<file path="src/rtl/ipm2l_hsstlp_rst_debounce_mc_v2_0.sv">
// ----------------------------------------------------------------------------
// ipm2l_hsstlp_rst_debounce_mc_v2_0
//
// Purpose:
//   Multi-channel, bidirectional debounce filter for HSSTLP reset/status lines
//   (PLL lock, CDR lock, external reset pins, signal-detect). Each channel
//   first normalises its raw pin so that 1 means "released/good". It then
//   synchronises that value through two flops. The qualified state q only
//   changes after a run of consecutive opposite samples. Rise and fall use
//   separate run lengths.
//
// Ports:
//   clk          in   single clock for all logic
//   rst_n        in   asynchronous active-low reset
//   signal_b     in   [CH_NUM] raw asynchronous inputs
//   clr_flags    in   one-cycle pulse, clears every bounce_flag bit
//   signal_deb   out  [CH_NUM] qualified state in pin polarity (q ^ ACTIVE_HIGH)
//   rise_pls     out  [CH_NUM] one-cycle strobe on q 0->1
//   fall_pls     out  [CH_NUM] one-cycle strobe on q 1->0
//   all_deb      out  registered AND of all q bits (lags q by one cycle)
//   bounce_flag  out  [CH_NUM] sticky: a qualification run was aborted
// ----------------------------------------------------------------------------
module ipm2l_hsstlp_rst_debounce_mc_v2_0 #(
    parameter int                     CH_NUM          = 4,
    parameter int                     CNTR_WIDTH      = 12,
    parameter logic [CNTR_WIDTH-1:0]  RISE_CNTR_VALUE = 12'd2048,
    parameter logic [CNTR_WIDTH-1:0]  FALL_CNTR_VALUE = 12'd1,
    parameter logic [CH_NUM-1:0]      ACTIVE_HIGH     = {CH_NUM{1'b0}}
) (
    input  logic              clk,
    input  logic              rst_n,
    input  logic [CH_NUM-1:0] signal_b,
    input  logic              clr_flags,
    output logic [CH_NUM-1:0] signal_deb,
    output logic [CH_NUM-1:0] rise_pls,
    output logic [CH_NUM-1:0] fall_pls,
    output logic              all_deb,
    output logic [CH_NUM-1:0] bounce_flag
);

    // The last counter value of a run: when a differing sample arrives at
    // this count, the run is complete. The counter never needs to go past it.
    localparam logic [CNTR_WIDTH-1:0] RISE_LAST = RISE_CNTR_VALUE - CNTR_WIDTH'(1'b1);
    localparam logic [CNTR_WIDTH-1:0] FALL_LAST = FALL_CNTR_VALUE - CNTR_WIDTH'(1'b1);

    logic [CH_NUM-1:0] w_q;
    logic              r_all_deb;

    genvar gi;
    generate
        for (gi = 0; gi < CH_NUM; gi++) begin : g_ch
            logic                  w_n;
            logic                  w_s;
            logic [1:0]            r_sync;
            logic                  r_q;
            logic [CNTR_WIDTH-1:0] r_cnt;
            logic                  r_rise;
            logic                  r_fall;
            logic                  r_bounce;

            logic [CNTR_WIDTH-1:0] w_last;
            logic [CNTR_WIDTH-1:0] w_cnt_nxt;
            logic                  w_q_nxt;
            logic                  w_rise_nxt;
            logic                  w_fall_nxt;
            logic                  w_bounce_set;
            logic                  w_bounce_nxt;

            // Polarity normalisation: 1 always means "released/good".
            assign w_n = signal_b[gi] ^ ACTIVE_HIGH[gi];
            assign w_s = r_sync[1];

            // The run length depends on the direction being qualified.
            assign w_last = r_q ? FALL_LAST : RISE_LAST;

            // Two-flop synchroniser on the normalised input.
            always_ff @(posedge clk or negedge rst_n) begin
                if (!rst_n) begin
                    r_sync <= 2'b00;
                end else begin
                    r_sync <= {r_sync[0], w_n};
                end
            end

            // Run counter, qualified-state toggle, strobe and abort detection.
            always_comb begin
                w_cnt_nxt    = r_cnt;
                w_q_nxt      = r_q;
                w_rise_nxt   = 1'b0;
                w_fall_nxt   = 1'b0;
                w_bounce_set = 1'b0;
                if (w_s == r_q) begin
                    // An agreeing sample ends any run in progress. A nonzero
                    // count here means the run was aborted.
                    w_cnt_nxt    = {CNTR_WIDTH{1'b0}};
                    w_bounce_set = (r_cnt != {CNTR_WIDTH{1'b0}});
                end else if (r_cnt == w_last) begin
                    // The target-th consecutive differing sample qualifies
                    // the new state.
                    w_cnt_nxt  = {CNTR_WIDTH{1'b0}};
                    w_q_nxt    = ~r_q;
                    w_rise_nxt = ~r_q;
                    w_fall_nxt = r_q;
                end else begin
                    w_cnt_nxt = r_cnt + CNTR_WIDTH'(1'b1);
                end
            end

            // Sticky bounce flag: a new abort outranks a simultaneous clear.
            always_comb begin
                if (w_bounce_set) begin
                    w_bounce_nxt = 1'b1;
                end else if (clr_flags) begin
                    w_bounce_nxt = 1'b0;
                end else begin
                    w_bounce_nxt = r_bounce;
                end
            end

            // Per-channel state registers.
            always_ff @(posedge clk or negedge rst_n) begin
                if (!rst_n) begin
                    r_q      <= 1'b0;
                    r_cnt    <= {CNTR_WIDTH{1'b0}};
                    r_rise   <= 1'b0;
                    r_fall   <= 1'b0;
                    r_bounce <= 1'b0;
                end else begin
                    r_q      <= w_q_nxt;
                    r_cnt    <= w_cnt_nxt;
                    r_rise   <= w_rise_nxt;
                    r_fall   <= w_fall_nxt;
                    r_bounce <= w_bounce_nxt;
                end
            end

            // Pin-polarity view of q. During reset this reads as ACTIVE_HIGH,
            // which is "asserted / not ready".
            assign signal_deb[gi]  = r_q ^ ACTIVE_HIGH[gi];
            assign rise_pls[gi]    = r_rise;
            assign fall_pls[gi]    = r_fall;
            assign bounce_flag[gi] = r_bounce;
            assign w_q[gi]         = r_q;
        end
    endgenerate

    // All-channels-qualified flag, registered from q (one cycle behind).
    always_ff @(posedge clk or negedge rst_n) begin
        if (!rst_n) begin
            r_all_deb <= 1'b0;
        end else begin
            r_all_deb <= &w_q;
        end
    end

    assign all_deb = r_all_deb;

endmodule

</file>
<file path="config.mk">
export PLATFORM = sky130hd
export DESIGN_NAME = ipm2l_hsstlp_rst_debounce_mc_v2_0
export DESIGN_NICKNAME = d
export VERILOG_FILES = /design/src/rtl/ipm2l_hsstlp_rst_debounce_mc_v2_0.sv
export SDC_FILE = /design/constraint.sdc
export NUM_CORES = 1
export LEC_CHECK = 0
export CAP_MARGIN = 20
export CORE_UTILIZATION = 55
export DETAILED_ROUTE_END_ITERATION = 10
export GPL_TIMING_DRIVEN = 0
export PLACE_DENSITY = 0.71
export SLEW_MARGIN = 20
export SYNTH_ARGS = -nofsm -noshare
export SYNTH_HDL_FRONTEND = slang
export SYNTH_SLANG_ARGS = --single-unit
</file>
<file path="constraint.sdc">
create_clock -name clk -period 2.6 [get_ports clk]
set_clock_uncertainty 0.15 [all_clocks]
set_input_delay 0.39 -clock clk [delete_from_list [all_inputs] [get_ports clk]]
set_output_delay 0.39 -clock clk [all_outputs]
set_load 0.02 [all_outputs]
</file>
* Word level (Yosys, flattened, before mapping)
Index checks and enable logic that the tools add are counted.
** Storage, ports and cells
- Register bits :: 73
- Input bits :: 7
- Output and inout bits :: 17
- Word-level logic and storage cells :: 95
** Operators by class
- Add/sub/neg operators :: 4
- Equal/unequal tests :: 8
- Multiplexer cells :: 37
- Bitwise gates (word level) :: 8
- Reductions and logical operators :: 13
** Operators by type and width (number)
- $mux W12 :: 8
- $add A12 B1 Y12 const B :: 4
- $eq A12 B11 Y1 :: 4
- $reduce_bool A12 Y1 :: 4
- $mux W11 :: 4
- $mux W1 :: 25
- $not A1 Y1 :: 8
- $reduce_and A2 Y1 :: 4
- $reduce_bool A2 Y1 :: 4
- $eq A1 B1 Y1 :: 4
- $reduce_and A4 Y1 :: 1

* Logic depth before layout (Yosys ltp)
Gate-level depths: netlist of the first run.
- Word-level depth :: 4
- Depth in mapped cells :: 5
- Depth with buffers taken out :: 5

* Worst setup path after synthesis of the first run
No wires, ideal clock.
- Path kind :: flip-flop to flip-flop
- From :: register g_ch[0].r_cnt[4]
- To :: register g_ch[0].r_rise
- Library setup time :: 80 ps
- Data arrival time :: 1553 ps
- Slack :: 817 ps
- Stages on the path, launching flop included :: 5
- Path buffers :: 0
- Period minus slack after synthesis :: 1783 ps
- Cell sequence :: dfrtp_1 > nand4_4 > or3_4 > a221oi_4 > nor3b_2
** On the way
- Cells in the longest elaborated chain, start to end :: 3
** RTL lines
- from (decl) :: RTL line 56 : logic [CNTR_WIDTH-1:0] r_cnt;
- from (signal assigned) :: RTL line 124 : r_cnt <= {CNTR_WIDTH{1'b0}};
- from (signal assigned) :: RTL line 130 : r_cnt <= w_cnt_nxt;
- $eq A12 B11 Y1 :: RTL line 97 : end else if (r_cnt == w_last) begin
- $mux W1 :: RTL line 97
- $mux W1 :: RTL line 92 : if (w_s == r_q) begin
- net g_ch[0].w_rise_nxt :: RTL line 64 : logic w_rise_nxt;
- to (signal assigned) :: RTL line 131 : r_rise <= w_rise_nxt;
- to (decl) :: RTL line 57 : logic r_rise;
The timed path passes the listed nets, and every way through them passes these cells.
A chain may end at the register's enable or synchronous reset.

* Final worst setup path of the first run
- From :: register g_ch[1].r_cnt[5]
- To :: register g_ch[1].r_fall
** On the way
- Cells in the longest elaborated chain, start to end :: 3
** RTL lines
- from (decl) :: RTL line 56
- from (signal assigned) :: RTL line 124
- from (signal assigned) :: RTL line 130
- $eq A12 B11 Y1 :: RTL line 97
- $mux W1 :: RTL line 97
- $mux W1 :: RTL line 92
- net g_ch[1].w_fall_nxt :: RTL line 65 : logic w_fall_nxt;
- to (signal assigned) :: RTL line 132 : r_fall <= w_fall_nxt;
- to (decl) :: RTL line 58 : logic r_fall;
The timed path passes the listed nets, and every way through them passes these cells.

==> flow_summary.yaml, run 1 <==
outcome:
  status: "finished, final reports clean"
placement:
  dpl.hpwl_um: 4420
  place_inst: 456
  routabilityCongestion: 0.838
  place_ws_ns: 0.548
  portBuffers: 23
worst_setup_path:
  r2r_cells: 4
  cp-startpoint: "g_ch[1].r_cnt[5]$_DFF_PN0_"
  required_ns: 2.74
  worstPathArrival_ns: 2.27
  path_max_fanout: 10
  setup.worst_path.class: "reg2reg"
  cp-endpoint: "g_ch[1].r_fall$_DFF_PN0_"
  crit_path_start_kind: "flop"
  rr_startpoint: "g_ch[1].r_cnt[5]$_DFF_PN0_"
  reg2reg_to: "g_ch[1].r_fall$_DFF_PN0_"
  worst_setup_path_end_kind: "flop"
  rrSetupSlack_ns: 0.47
logic_synthesis:
  synth_cell_types: 42
  netlist_top_cells_count: "73 x dfrtp_1, 37 x nor2_1, 36 x nor3_1, 28 x xnor2_1, 21 x inv_1"
  netlist_area_um2: 3600
  ys.flop_type: "dfrtp_1"
  postSynthAreaPerCell_um2: 10.1
  yosys_warnings: 0
  synth_seq_cells: 73
  synth_top_family_by_area: "simple AND/OR/NAND/NOR gates"
  postSynthCellCount: 355
  synth_mux_area_share_pct: 0.278
  synth_most_common_cell: "dfrtp_1"
  synth.yosys.seq_area_share_pct: 50.8
  synth_edf_count: 0
  synth-xor-area-share_pct: 9.98
  synth_fa_ha_area_share_pct: 2.78
  synth_top_area_share_pct: 50.8
  synthSimpleGateAreaFrac_pct: 23.9
  synth_area_leader_cell: "dfrtp_1"
  synth_area_leaders: "dfrtp_1 51%, xnor2_1 6.8%, nor3_1 5.0%, nor2_1 3.9%, buf_4 3.3%"
  async_flop_share_pct: 100
  synthesis.nets: 370
  synth_compound_area_share_pct: 5.84
final_layout:
  multiInputGateArea_um2: 1540
  antenna_cells: 0
  nets: 406
  num-fill-cells: 500
  layoutNonFillerInstCount: 473
  area_growth_pct: 16.6
  layout-drive-gt1-share_pct: 11.1
  regArea_um2: 1830
grt:
  grt_pass1_vias: 2542
  antenna_found_initial: 0
  grt_usage_pct: 21.3
  gr-total-overflow: 0
  grt_max_degree: 38
  grt_first_pass_wirelength_um: 11800
power_and_ir_drop:
  powerDensity_nw_per_um2: 583
  ir_worst_vdd_mv: 0.366
  p_sw_share_pct: 23.4
  p_leak_nw: 1.86
  pwr-share-seq_pct: 49.0
  p_int_mw: 1.87
  power_mw: 2.45
  combPwrFrac_pct: 6.6
  clkPwrFrac_pct: 44.4
  power.switching_uw: 572
timing:
  fmax_ghz: 0.470
  tns_ns: 0
  worst_hold_slack_ns: 0.200
  hold_violations: 0
  setup_ws_ns: 0.474
  period_needed_ns: 2.13
  finalSetupViolCount: 0
  slew_headroom_pct: 58.4
  rsz0062_at_grt: "false"
  worst_pin_slew_ns: 0.620
  period_share_pct: 81.8
  slew_violations: 0
routing:
  viasPerCell: 5.62
  drt_wl_total_um: 6560
  wire_per_inst_um: 13.9
  vias: 2657
  first_iter_violations: 106
  postRouteAntennaNets: 0
  first_pass_iters: 5
  drc: 0
floorplanning:
  core_um2: 6310
  ios: 24
  initial_utilization_pct: 57.0
  die_area_um2: 6870
  fp.dieH_um: 82.9
  die_x_um: 82.9
  rows: 29
cts:
  cts_root_buffer: "clkbuf_8"
  clock_sinks: 73
  cts_buffers: 9
  ctsHtreeMaxLevel: 3
  ctsResizeCount: 0
  clk_latency_ns: 0.36
  tritoncts: "built"
  clkSlewWorstSetupHoldPaths_ns: 0.08
  cts_buffer_depth: 2
hold_path:
  hold_path.class: "reg2reg"
  hold_depth: 0
run:
  drv_cap: 0
==> layer usage <==
layer | global-route usage [%] | wire, µm | up-vias
met5 | 0 | 0 | -
met3 | 3.78 | 243 | 11
met1 | 28.7 | 3040 | 1299
met2 | 32.6 | 3130 | 57
met4 | 12.2 | 147 | 0
li1 | - | - | 1290
==> sequential cells by signal, summed over array words and instances, names as in the netlist <==
signal         flops
g_ch.r_cnt        48
g_ch.r_sync        8
g_ch.r_bounce      4
g_ch.r_fall        4
g_ch.r_q           4
g_ch.r_rise        4
all_deb            1
==> area by class of cell <==
cell class | instances | area share [%]
sequential | 73 | 43.6
multi-input combinational | 236 | 36.7
timing repair buffer | 25 | 6.15
buffer | 25 | 3.67
clock buffer | 9 | 2.95
clock inverter | 7 | 2.83
tap | 77 | 2.30
inverter | 21 | 1.88
==> worst min path at each step <==
stage | start | endpoint | slack, ns
after floorplan | rst_n | all_deb$_DFF_PN0_ | -0.06
after global placement | g_ch[2].r_sync[0]$_DFF_PN0_ | g_ch[2].r_sync[1]$_DFF_PN0_ | 0.18
after detailed placement | g_ch[0].r_sync[0]$_DFF_PN0_ | g_ch[0].r_sync[1]$_DFF_PN0_ | 0.19
after CTS | g_ch[3].r_sync[0]$_DFF_PN0_ | g_ch[3].r_sync[1]$_DFF_PN0_ | 0.20
after global routing | g_ch[3].r_sync[0]$_DFF_PN0_ | g_ch[3].r_sync[1]$_DFF_PN0_ | 0.21
final | g_ch[3].r_sync[0]$_DFF_PN0_ | g_ch[3].r_sync[1]$_DFF_PN0_ | 0.20
==> timing repair <==
item | 4_1_cts | 5_1_grt
setup buffers | 0 | 0
hold endpoints to repair | 36 | 0
hold buffers | 1 | 0
==> worst max-delay path, stage by stage (launching register included) <==
cell and delay, ns:
dfrtp_1 0.43, nor4_2 0.46, nand3_1 0.22, a221oi_4 0.57, and3_1 0.23
==> metrics by stage <==
step | cell area, µm² | util, %
2_1_floorplan | 3600 | -
3_3_place_gp | 3920 | 62.1
3_5_place_dp | 3940 | 62.4
4_1_cts | 4190 | 66.4
5_1_grt | 4190 | 66.4
6_report | 4190 | 66.4
==> cell usage in the layout (no fill, tap or decap), types with 5 or more instances in the layout <==
cell,Yosys,routed
nand3_1,20,20
clkdlybuf4s50_1,0,22
clkbuf_8,0,9
nand2_1,17,17
inv_1,21,21
nor3_1,36,36
xor2_1,13,13
nor4_1,9,9
ha_1,8,8
clkbuf_1,9,9
nor2_1,37,37
o21ai_0,10,10
and4_1,5,5
buf_4,16,17
dfrtp_1,73,73
xnor2_1,28,28
nand4_1,12,12
==> cell families (layout without fill, tap and decap cells) <==
family / after synthesis / count (layout)
AO/OA/AOI/OAI: 26 / 26
XOR/XNOR: 41 / 41
adder cells (fa/ha/maj): 8 / 8
buffers and inverters: 46 / 87
flip-flops: 73 / 73
multiplexers: 1 / 1
AND/OR/NAND/NOR: 160 / 160
==> power by group through the flow <==
stage	Clock, mW	Sequential, mW	Combinational, mW
2_1_floorplan	0	1.21	0.0928
3_3_place_gp	0	1.22	0.155
6_report	1.09	1.20	0.161
4_1_cts	1.10	1.20	0.165
3_5_place_dp	0	1.22	0.163
5_1_grt	1.15	1.21	0.183
No activity file was read; power rests on OpenSTA's default activity.
==> run 2: changes to the inputs <==
Settings changed: CORE_UTILIZATION 55 to 53, PLACE_DENSITY 0.71 to 0.72.
Clock period 2.6 ns to 1.95 ns, I/O delays scaled along.
==> run 2 against run 1 <==
Net effect: the flow now finishes with violations (DRC); total power rose by 23%; maximum frequency rose by 14%; sequential share of layout area fell by 0.59 points; worst setup slack got worse by 0.40 ns; wire length fell by 0.50%; critical path depth rose by 1; hold slack improved by 0.0040 ns; largest cell class unchanged; highest routed layer unchanged.
==> flow_summary.yaml, run 2 (synthesis results as in run 1) <==
final_layout:
  nets: 415
  largest-register: "g_ch.r_cnt"
  mostFrequentLayoutCells: "64 x dfrtp_1, 37 x nor2_1, 36 x nor3_1, 28 x xnor2_1, 26 x buf_4"
  area_growth_pct: 18.9
  largest_reg_flops: 48
  top_regs: "g_ch.r_cnt (48), g_ch.r_sync (8)"
  layout-drive-gt1-share_pct: 15.8
  layoutNonFillerInstCount: 481
  antenna_cells: 0
  final_util_pct: 66.2
  final_common_cell: "dfrtp_1"
cts:
  tritoncts: "built"
  cts_buffers: 9
  ctsHtreeMaxLevel: 3
  cts_buffer_depth: 2
  clk_latency_ns: 0.35
  clkSlewWorstSetupHoldPaths_ns: 0.07
  clock_sinks: 73
  cts_root_buffer: "clkbuf_8"
power_and_ir_drop:
  clkPwrFrac_pct: 39.8
  pwr-share-seq_pct: 53.1
  p_int_mw: 2.31
  power_mw: 3.01
  powerDensity_nw_per_um2: 704
  p_sw_share_pct: 23.4
  ir_worst_vdd_mv: 0.545
  combPwrFrac_pct: 7.2
  power.switching_uw: 705
  p_leak_nw: 1.92
outcome:
  violations: "DRC"
  status: "finished with violations"
routing:
  route.met2.wl_um: 3180
  first_iter_violations: 110
  wl_met1_um: 2990
  top_layer: "met4"
  drc: 6
  vias: 2656
  viasPerCell: 5.52
  wl_met3_um: 196
  wire_per_inst_um: 13.6
  first_pass_iters: 7
  postRouteAntennaNets: 0
  drt_wl_total_um: 6530
floorplanning:
  die_x_um: 84.4
  core_um2: 6460
  rows: 29
  die_area_um2: 7120
  initial_utilization_pct: 55.7
  fp.dieH_um: 84.4
  ios: 24
timing:
  period_needed_ns: 1.87
  worst_pin_slew_ns: 0.584
  hold_violations: 0
  worst_hold_slack_ns: 0.204
  slew_headroom_pct: 60.8
  fmax_ghz: 0.534
  period_share_pct: 96.0
  finalSetupViolCount: 0
  slew_violations: 0
  tns_ns: 0
grt:
  grt_usage_pct: 20.4
  antenna_found_initial: 0
  grt_max_degree: 54
  grt_pass1_vias: 2568
  gr-total-overflow: 0
  grt_first_pass_wirelength_um: 11400
worst_setup_path:
  worstPathArrival_ns: 1.94
  required_ns: 2.02
  path_max_fanout: 6
  crit_path_start_kind: "flop"
  worst_setup_path_end_kind: "flop"
  setup.worst_path.class: "reg2reg"
placement:
  portBuffers: 23
  routabilityCongestion: 0.821
  dpl.hpwl_um: 4370
  place_inst: 456
run:
  drv_cap: 0
hold_path:
  hold_path.class: "reg2reg"
[run 2: worst max-delay path, cell delays in order, from the launching register on]
cell,delay [ns]
dfrtp_1,0.48
nand4_4,0.18
or3_4,0.41
a221oi_4,0.27
buf_4,0.20
nor3_1,0.06
[run 2: metrics by stage]
stage | setup slack (ns) | instance area (µm²)
2_1_floorplan | 0.167 | 3600
3_3_place_gp | -2.00 | 3920
3_5_place_dp | -0.116 | 3950
4_1_cts | 0.00625 | 4200
5_1_grt | -0.0346 | 4280
6_report | 0.0780 | 4280
[run 2: power groups by stage]
stage	registers (mW)	logic (mW)	clock network, mW
after floorplan	1.62	0.124	0
after global placement	1.63	0.207	0
after detailed placement	1.63	0.218	0
after CTS	1.60	0.221	1.22
after global routing	1.60	0.249	1.28
final	1.60	0.216	1.20
[run 2: per-layer routing]
layer	global-route usage [%]	vias to the layer above
li1	-	1301
met5	0	-
met2	34.5	44
met3	3.93	13
met4	10.8	0
met1	24.9	1298
[run 2: final cells by class]
cell class / count / area, µm²
plain buffers: 25 / 156
clock buffers: 13 / 159
flip-flops and latches: 73 / 1840
multi-input cells: 236 / 1580
well taps: 77 / 96.3
fillers: 511 / 2180
clock inverters: 2 / 37.5
inverters: 21 / 78.8
repair buffers: 34 / 335
[run 2: path summary, 6_finish.rpt]
| check | slack [ns] | cells past startpoint | from | to |
|---|---|---|---|---|
| max | 0.08 | 5 | g_ch[0].r_cnt[7]$_DFF_PN0_ | g_ch[0].r_cnt[8]$_DFF_PN0_ |
| min | 0.20 | 0 | g_ch[3].r_sync[0]$_DFF_PN0_ | g_ch[3].r_sync[1]$_DFF_PN0_ |
| max reg2reg | 0.08 | 5 | g_ch[0].r_cnt[7]$_DFF_PN0_ | g_ch[0].r_cnt[8]$_DFF_PN0_ |
| min reg2reg | 0.20 | 0 | g_ch[3].r_sync[0]$_DFF_PN0_ | g_ch[3].r_sync[1]$_DFF_PN0_ |
| max in group asynchronous | 0.87 | 3 | rst_n | g_ch[1].r_cnt[5]$_DFF_PN0_ |
| min in group asynchronous | 0.23 | 2 | rst_n | g_ch[2].r_cnt[11]$_DFF_PN0_ |
[run 2: timing repair]
action / in CTS / in global routing
hold buffers: 1 / 0
endpoints found under the setup margin: 29 / 37
setup buffers: 5 / 4
endpoints found under the hold margin: 20 / 0
pin swaps: 3 / 3
resized for setup: 2 / 19
